`src/rtl/uart_rx_core.sv`:
```
// 8N1 UART receiver, LSB first, 16x oversampled; delivers each byte on RxData/RxDone.
// RxSerial is synchronised internally; framing errors pulse FrameErr once per break.
module uart_rx_core #(
    parameter int unsigned BAUD_DIV   = 27,
    parameter int unsigned OVERSAMPLE = 16,
    parameter int unsigned DATA_BITS  = 8
) (
    input  logic       pClk,
    input  logic       pReset,
    input  logic       RxSerial,
    output logic [7:0] RxData,
    output logic       RxDone,
    output logic       FrameErr,
    output logic       RxBusy
);

    localparam int unsigned BW = $clog2(BAUD_DIV);
    localparam int unsigned TW = $clog2(OVERSAMPLE);
    localparam int unsigned CW = $clog2(DATA_BITS + 1);

    localparam logic [BW-1:0] BAUD_LAST = BW'(BAUD_DIV - 1);
    localparam logic [TW-1:0] TICK_LAST = TW'(OVERSAMPLE - 1);
    localparam logic [TW-1:0] TICK_MID  = TW'(OVERSAMPLE / 2 - 1);
    localparam logic [CW-1:0] BIT_LAST  = CW'(DATA_BITS - 1);

    localparam logic [2:0] IDLE  = 3'd0;
    localparam logic [2:0] START = 3'd1;
    localparam logic [2:0] DATA  = 3'd2;
    localparam logic [2:0] STOP  = 3'd3;
    localparam logic [2:0] BREAK = 3'd4;

    logic          sync1_q, sync2_q;
    logic [2:0]    state_q, state_d;
    logic [BW-1:0] baud_q, baud_d;
    logic [TW-1:0] tick_q, tick_d;
    logic [CW-1:0] bit_q, bit_d;
    logic [7:0]    shreg_q, shreg_d;
    logic [7:0]    data_q, data_d;
    logic          done_q, done_d;
    logic          ferr_q, ferr_d;
    logic          rx_s;
    logic          tick;

    assign rx_s = sync2_q;
    assign tick = (baud_q == BAUD_LAST);

    always_comb begin
        state_d = state_q;
        baud_d  = tick ? '0 : baud_q + 1'b1;
        tick_d  = tick_q;
        bit_d   = bit_q;
        shreg_d = shreg_q;
        data_d  = data_q;
        done_d  = 1'b0;
        ferr_d  = 1'b0;
        case (state_q)
            IDLE: begin
                if (!rx_s) begin
                    state_d = START;
                    baud_d  = '0;
                    tick_d  = '0;
                end
            end
            START: begin
                if (tick) begin
                    if (tick_q == TICK_MID) begin
                        // a start bit that is high again at mid-bit was a glitch
                        state_d = rx_s ? IDLE : DATA;
                        tick_d  = '0;
                        bit_d   = '0;
                    end else begin
                        tick_d = tick_q + 1'b1;
                    end
                end
            end
            DATA: begin
                if (tick) begin
                    if (tick_q == TICK_LAST) begin
                        tick_d               = '0;
                        // shifting right keeps bits above DATA_BITS at zero
                        shreg_d              = shreg_q >> 1;
                        shreg_d[DATA_BITS-1] = rx_s;
                        bit_d                = bit_q + 1'b1;
                        if (bit_q == BIT_LAST) begin
                            state_d = STOP;
                        end
                    end else begin
                        tick_d = tick_q + 1'b1;
                    end
                end
            end
            STOP: begin
                if (tick) begin
                    if (tick_q == TICK_LAST) begin
                        tick_d = '0;
                        if (rx_s) begin
                            data_d  = shreg_q;
                            done_d  = 1'b1;
                            state_d = IDLE;
                        end else begin
                            ferr_d  = 1'b1;
                            state_d = BREAK;
                        end
                    end else begin
                        tick_d = tick_q + 1'b1;
                    end
                end
            end
            BREAK: begin
                if (rx_s) begin
                    state_d = IDLE;
                end
            end
            default: state_d = IDLE;
        endcase
    end

    always_ff @(posedge pClk or negedge pReset) begin
        if (!pReset) begin
            sync1_q <= 1'b1;
            sync2_q <= 1'b1;
            state_q <= IDLE;
            baud_q  <= '0;
            tick_q  <= '0;
            bit_q   <= '0;
            shreg_q <= '0;
            data_q  <= '0;
            done_q  <= 1'b0;
            ferr_q  <= 1'b0;
        end else begin
            sync1_q <= RxSerial;
            sync2_q <= sync1_q;
            state_q <= state_d;
            baud_q  <= baud_d;
            tick_q  <= tick_d;
            bit_q   <= bit_d;
            shreg_q <= shreg_d;
            data_q  <= data_d;
            done_q  <= done_d;
            ferr_q  <= ferr_d;
        end
    end

    assign RxData   = data_q;
    assign RxDone   = done_q;
    assign FrameErr = ferr_q;
    assign RxBusy   = (state_q != IDLE);

endmodule

```
`config.mk`:
```
export PLATFORM = sky130hd
export DESIGN_NAME = uart_rx_core
export DESIGN_NICKNAME = d
export VERILOG_FILES = /design/src/rtl/uart_rx_core.sv
export SDC_FILE = /design/constraint.sdc
export NUM_CORES = 1
export LEC_CHECK = 0
export CORE_MARGIN = 5
export CORE_UTILIZATION = 50
export CTS_CLUSTER_SIZE = 24
export DETAILED_ROUTE_END_ITERATION = 8
export PLACE_DENSITY = 0.75
export SYNTH_ARGS = -nofsm -noshare
export SYNTH_HDL_FRONTEND = slang
export SYNTH_SLANG_ARGS = --single-unit
```
`constraint.sdc`:
```
create_clock -name pClk -period 1.85 [get_ports pClk]
set_clock_uncertainty 0.2 [all_clocks]
set_input_delay 0.4625 -clock pClk [delete_from_list [all_inputs] [get_ports pClk]]
set_output_delay 0.4625 -clock pClk [all_outputs]
set_load 0.005 [all_outputs]
```
==> qor.yml, run 1 <==
critical_path:
  reg2reg_setup_slack_ns: -0.06
  r2r_end: "shreg_q[0]$_DFFE_PN0P_"
  cpLargestDelayFamily: "simple AND/OR/NAND/NOR gates"
  crit_type: "reg -> reg"
  worst-path-buf-inv: 1
  r2r_cells: 6
  cp.arrival_ns: 1.94
  crit_required_ns: 1.88
  end_kind: "flip-flop"
  start_kind: "flip-flop"
  worst-path-max-fanout: 8
  cp_slowest_cell: "dfrtp_1"
  slowest_delay_ns: 0.39
  timing.rr.start: "baud_q[0]$_DFF_PN0_"
  crit_chain: "inv_1, ha_2, and4b_1, and3_4, nand3_4, mux2_4"
cts:
  clock_sinks: 36
  cts_tree: "yes"
  hold_buffers: 0
  cts_buffers: 5
  cts.path.max_buffers: 2
  cts.clk_slew.worst_paths_ns: 0.10
  cts-root-buf: "clkbuf_4"
  htree_levels: 2
  clk_latency_ns: 0.34
timing:
  slew_headroom_pct: 65.9
  setup_ws_ns: -0.0616
  period_share_pct: 103
  hold_violations: 0
  rsz0062_at_grt: "true"
  worst_pin_slew_ns: 0.506
  fmax_mhz: 523
  fin_crit_ns: 1.91
  slew_violations: 0
  setup_viol: 13
global_route:
  grt_pass1_vias: 1233
  gr-total-overflow: 0
  grt_pass1_wl_mm: 6.03
  antenna_found_initial: 0
  grt_usage_pct: 18.0
  grt_max_degree: 37
floorplan:
  coreArea_sq_um: 3100
  start_util_pct: 52.8
  ios: 14
  fp.dieH_um: 67.3
  rows: 20
  dieWidth_um: 67.3
  dieArea_sq_um: 4520
logic_synthesis:
  synthesis.area_sq_um: 1640
  syn_nets: 144
  yosysWarnings: 0
  ys_seq_area_share_pct: 55.1
  synth-seq-cells: 36
  netlist-cell-type-count: 41
  synth.avg_cell_area_sq_um: 12.0
  netlist_instances: 137
final_layout:
  final_nets: 176
  drive_gt1_share_pct: 34.1
  final_cell_area_sq_um: 2110
  antenna_cells: 0
  area_growth_pct: 28.8
routing:
  drc: 0
  vias: 1181
  dr.pass1.iters: 4
  detail-route-antenna-nets: 0
  routed_wl_mm: 3.45
  vias_per_cell: 5.52
  drtIter0Drc: 52
  wl_per_cell_um: 16.1
placement:
  hpwl_mm: 2.34
  placed_area_sq_um: 1920
  place_congestion: 0.853
  place_ws_ns: -0.0361
  numPortBuffers: 13
job:
  drv_cap: 0
run_status:
  violations: "setup timing"
  outcome: "finished, violations left"
power_and_ir_drop:
  cellLeakagePower_uw: 0.00105
  p_per_area_nw_per_um2: 642
  finalPower_uw: 1360
  peakVddDrop_mv: 0.414
min_path:
  worstHoldStart: "sync1_q$_DFF_PN1_"
  min_to: "rx_s$_DFF_PN1_"
  hold_class: "reg -> reg"
  whs_path_depth: 0
==> timing repair <==
action                     in CTS  in global routing
setup buffers                   4                  2
pin swaps                       3                  6
setup endpoints to repair      29                 25
resized for setup              17                 16
cloned                          1                  0
hold endpoints to repair        0                  0
==> worst max path at each step <==
stage | slack [ns] | cells past startpoint | to | startpoint
2_1_floorplan | -0.11 | 8 | shreg_q[7]$_DFFE_PN0P_ | baud_q[0]$_DFF_PN0_
3_3_place_gp | 0.02 | 6 | RxData[1]$_DFFE_PN0P_ | baud_q[0]$_DFF_PN0_
3_5_place_dp | -0.04 | 7 | bit_q[3]$_DFFE_PN0P_ | baud_q[0]$_DFF_PN0_
4_1_cts | -0.07 | 3 | RxBusy | state_q[2]$_DFFE_PN0P_
5_1_grt | -0.14 | 6 | shreg_q[3]$_DFFE_PN0P_ | baud_q[0]$_DFF_PN0_
6_report | -0.06 | 6 | shreg_q[0]$_DFFE_PN0P_ | baud_q[0]$_DFF_PN0_
==> sequential cells by signal (all words and copies together), names as in the netlist <==
| signal | flops |
|---|---|
| FrameErr | 1 |
| bit_q | 4 |
| RxDone | 1 |
| sync1_q | 1 |
| rx_s | 1 |
| RxData | 8 |
| shreg_q | 8 |
| tick_q | 4 |
| state_q | 3 |
| baud_q | 5 |
==> routing by layer <==
| layer | track usage [%] | vias up | part of all wire [%] |
|---|---|---|---|
| li1 | - | 558 | - |
| met5 | 0 | - | 0 |
| met1 | 23.1 | 598 | 42 |
| met4 | 6.84 | 0 | 1.3 |
| met2 | 29.7 | 20 | 52 |
| met3 | 4.16 | 5 | 4.3 |
==> per-stage QoR <==
step	util [%]	setup TNS, ns	instances	hold WS, ns
detailed placement	61.8	-0.354	199	0.151
global placement	61.8	0	199	0.147
floorplan	-	-1.72	137	-0.0331
CTS	65.7	-0.501	212	0.167
finish	68.0	-0.538	214	0.164
global route	68.0	-1.93	214	0.175
==> area by class of cell <==
cell class	count	area, sq um
Clock buffer	6	41.3
Clock inverter	2	35.0
Fill cell	236	992
Inverter	7	26.3
Multi-Input combinational cell	89	781
Sequential cell	36	905
Tap cell	44	55.1
Timing Repair Buffer	30	268
==> cell usage in the layout (no fill, tap or decap), types with 3 or more instances in the layout <==
cell and instances:
buf_4 14, clkbuf_4 5, nand4b_1 3, nand3_1 7
dlygate4sd2_1 9, o22ai_1 4, a21oi_1 4, mux2_2 7
inv_1 7, nor2_1 10, nand2_1 7, mux2_4 9
dfrtp_1 33
==> report_power, final <==
group	switching, uW	internal [uW]
clock network	253	283
logic	15.7	8.93
registers	4.28	791
==> logic make-up (layout without fill, tap and decap cells) <==
kind of cell | after synthesis | after routing | share of synthesized area (%)
xor+xnor | 3 | 3 | 1.60
mux | 17 | 17 | 11.6
buf+inv | 13 | 45 | 4.12
flops | 36 | 36 | 55.1
fa+ha+maj | 4 | 4 | 3.05
compound gates | 20 | 20 | 7.94
simple gates | 44 | 45 | 16.6
==> worst reg2reg max path, delay by kind of cell (launching register included) <==
kind          cells  cell delay, ns
fa+ha+maj         1            0.18
mux               1            0.34
simple gates      3            0.65
flops             1            0.39
buf+inv           1            0.06
==> synthesized netlist by cell type, drive strengths merged <==
master	count	share of area, %
or4	1	0.46
o21ai	5	1.5
dfrtp	34	52
or3b	1	0.53
o211ai	1	0.46
and2	1	0.38
nand4b	3	1.6
a221oi	1	0.53
nor2	11	2.5
and4	1	0.53
buf	4	1.9
mux2i	1	0.61
o22ai	4	1.5
inv	7	1.6
nand3b	1	0.46
nor4b	1	0.53
a2111oi	1	0.92
nor2b	1	0.38
a22oi	2	0.92
nand2	7	1.6
xnor2	1	0.53
o21a	1	0.46
xor2	2	1.1
and3	1	0.38
nor3	1	0.31
dfstp	2	3.2
mux2	16	11
and4b	1	0.61
nand4	2	1.7
nand2b	1	0.38
clkbuf	2	0.61
a31oi	1	0.38
nand3	8	3.2
a21oi	4	1.2
ha	4	3.1
or2	1	0.38
nor4bb	1	0.61
Note: power is estimated with default switching activity, not from simulation.
==> run 2, diff against run 1 <==
Settings changed: TNS_END_PERCENT from default to 50.
==> run 2 against run 1 <==
Compared with the run above: the run still ends with setup timing left; flip-flop and latch count unchanged; global-route usage decreased by 0.14 points; combinational power about the same; non-clock buffer count decreased by 1; cell count decreased by 0.47%; first-iteration DRC count unchanged; count of clock-buffer cells in the layout unchanged; final area decreased by 0.36%; fmax decreased by 1.7%; setup slack got worse by 0.032 ns.
==> qor.yml, run 2 (same netlist as run 1, synthesis figures left out) <==
final_layout:
  final_util_pct: 67.8  # -0.24 points
  final_cell_area_sq_um: 2100  # -0.36%
  antenna_cells: 0  # unchanged
  final_common_cell: "dfrtp_1"
  area_growth_pct: 28.3
  drive_gt1_share_pct: 32.5  # -1.6 points
  final_nets: 175  # -0.57%
  final_cell_mix: "dfrtp_1 (33), buf_4 (13), nor2_1 (10), dlygate4sd2_1 (10), mux2_4 (9)"
placement:
  place_congestion: 0.853  # unchanged
  numPortBuffers: 13  # unchanged
  placed_area_sq_um: 1920  # unchanged
  hpwl_mm: 2.34  # unchanged
timing:
  hold_violations: 0  # unchanged
  fin_crit_ns: 1.94  # +0.0324 ns
  worst_pin_slew_ns: 0.551  # +0.0446 ns
  slew_headroom_pct: 62.9  # -3.0 points
  slew_violations: 0  # unchanged
  fin_setup_tns_ns: -0.620  # -0.0824 ns
  fmax_mhz: 514  # -1.7%
  setup_viol: 13  # unchanged
  fin_hold_ws_ns: 0.165  # +0.00122 ns
  rsz0062_at_grt: "true"
  period_share_pct: 105  # +1.8 points
  setup_ws_ns: -0.0940  # -0.0324 ns
power_and_ir_drop:
  peakVddDrop_mv: 0.423  # +2.1%
  clkPwrFrac_pct: 39.6  # about the same
  p_per_area_nw_per_um2: 645  # +0.43%
  switching_share_pct: 20.2  # +0.049 points
  cellLeakagePower_uw: 0.00104  # -0.57%
  finalPower_uw: 1360  # about the same
  p_int_uw: 1080  # about the same
  p_sw_uw: 274  # +0.32%
  p_seq_share_pct: 58.6  # about the same
  p_comb_share_pct: 1.8  # about the same
routing:
  vias: 1181  # unchanged
  wl_per_cell_um: 16.2  # +0.35%
  drc: 0  # unchanged
  routed_wl_mm: 3.45  # -0.12%
  drtIter0Drc: 52  # unchanged
  vias_per_cell: 5.54  # +0.47%
  dr.pass1.iters: 4  # unchanged
  detail-route-antenna-nets: 0  # unchanged
min_path:
  hold_class: "reg -> reg"
critical_path:
  end_kind: "primary output"
  crit_required_ns: 1.19  # -0.69 ns
  cpLargestDelayFamily: "flip-flops"
  crit_type: "reg -> out"
  worst-path-buf-inv: 1  # unchanged
  cp.arrival_ns: 1.28  # -0.66 ns
  worst-path-max-fanout: 2  # -6
  cp_slowest_cell: "dfrtp_1"
  start_kind: "flip-flop"
  slowest_delay_ns: 0.42  # +0.03 ns
  crit_chain: "nor2_2, nand2_1, dlygate4sd2_1"
floorplan:
  start_util_pct: 52.8  # unchanged
  coreArea_sq_um: 3100  # unchanged
  dieWidth_um: 67.3  # unchanged
  dieArea_sq_um: 4520  # unchanged
  fp.dieH_um: 67.3  # unchanged
  ios: 14  # unchanged
  rows: 20  # unchanged
global_route:
  gr-total-overflow: 0  # unchanged
  antenna_found_initial: 0  # unchanged
  busiest_layer: "met2"
  grt_max_degree: 37  # unchanged
  grt_pass1_vias: 1225  # -0.65%
  met3_usage_pct: 4.16  # unchanged
  grt_pass1_wl_mm: 6.00  # -0.56%
  use_met2_pct: 29.3  # -0.37 points
  met1_usage_pct: 23.0  # -0.11 points
  grt_usage_pct: 17.9  # -0.14 points
cts:
  cts_tree: "yes"
  cts_buffers: 5  # unchanged
  hold_buffers: 0  # unchanged
  cts.clk_slew.worst_paths_ns: 0.11  # about the same
  clock_sinks: 36  # unchanged
  htree_levels: 2  # unchanged
  cts-root-buf: "clkbuf_4"
  cts.path.max_buffers: 2  # unchanged
  clk_latency_ns: 0.34  # about the same
job:
  drv_cap: 0  # unchanged
run_status:
  violations: "setup timing"
  outcome: "finished, violations left"
[run 2: cell types whose count changed in the layout (fill, tap and decap cells not counted)]
cell and change:
buf_4 -1, clkbuf_2 -1, o21ai_2 -1, o21ai_1 +1
dlygate4sd2_1 +1
[run 2: final timing paths]
path                                        startpoint                      to  slack (ns)  cells past startpoint
worst max-delay path            state_q[2]$_DFFE_PN0P_                  RxBusy       -0.09                      3
worst min-delay path                 sync1_q$_DFF_PN1_          rx_s$_DFF_PN1_        0.16                      0
worst max register to register     baud_q[0]$_DFF_PN0_  shreg_q[0]$_DFFE_PN0P_       -0.06                      6
worst min register to register       sync1_q$_DFF_PN1_          rx_s$_DFF_PN1_        0.16                      0
max in group asynchronous                       pReset          rx_s$_DFF_PN1_        0.92                      2
min in group asynchronous                       pReset   RxData[1]$_DFFE_PN0P_        0.29                      2
[run 2: layout make-up]
type                            instances  area [sq um]
Clock buffer                            6          41.3
Clock inverter                          2          35.0
Fill cell                             234          1000
Inverter                                7          26.3
Multi-Input combinational cell         89           777
Sequential cell                        36           905
Tap cell                               44          55.1
Timing Repair Buffer                   29           264
[run 2: power groups by stage]
stage	sequential, uW	combinational [uW]	clock [uW]
2_1_floorplan	806	3.96	0
3_3_place_gp	809	25.3	0
3_5_place_dp	809	25.8	0
4_1_cts	795	25.9	550
5_1_grt	796	29.1	589
6_report	795	24.6	537
[run 2: timing repair]
action / 4_1_cts / 5_1_grt
setup endpoints to repair: 29 / 25
pin swaps: 3 / 3
resized for setup: 16 / 14
buffers inserted: 3 / 2
cloned: 1 / 0
[run 2: through the flow]
step / cells / worst slack [ns]
global placement: 199 / 0.0213
global route: 213 / -0.164
CTS: 211 / -0.0674
floorplan: 137 / -0.115
finish: 213 / -0.0940
detailed placement: 199 / -0.0361
[run 2: per-layer routing]
layer	part of all wire [%]	wire, um	vias to the layer above
met2	52	1810	19
met4	1.3	44	0
met3	3.8	132	7
met1	42	1460	599
met5	0	0	-
li1	-	-	556
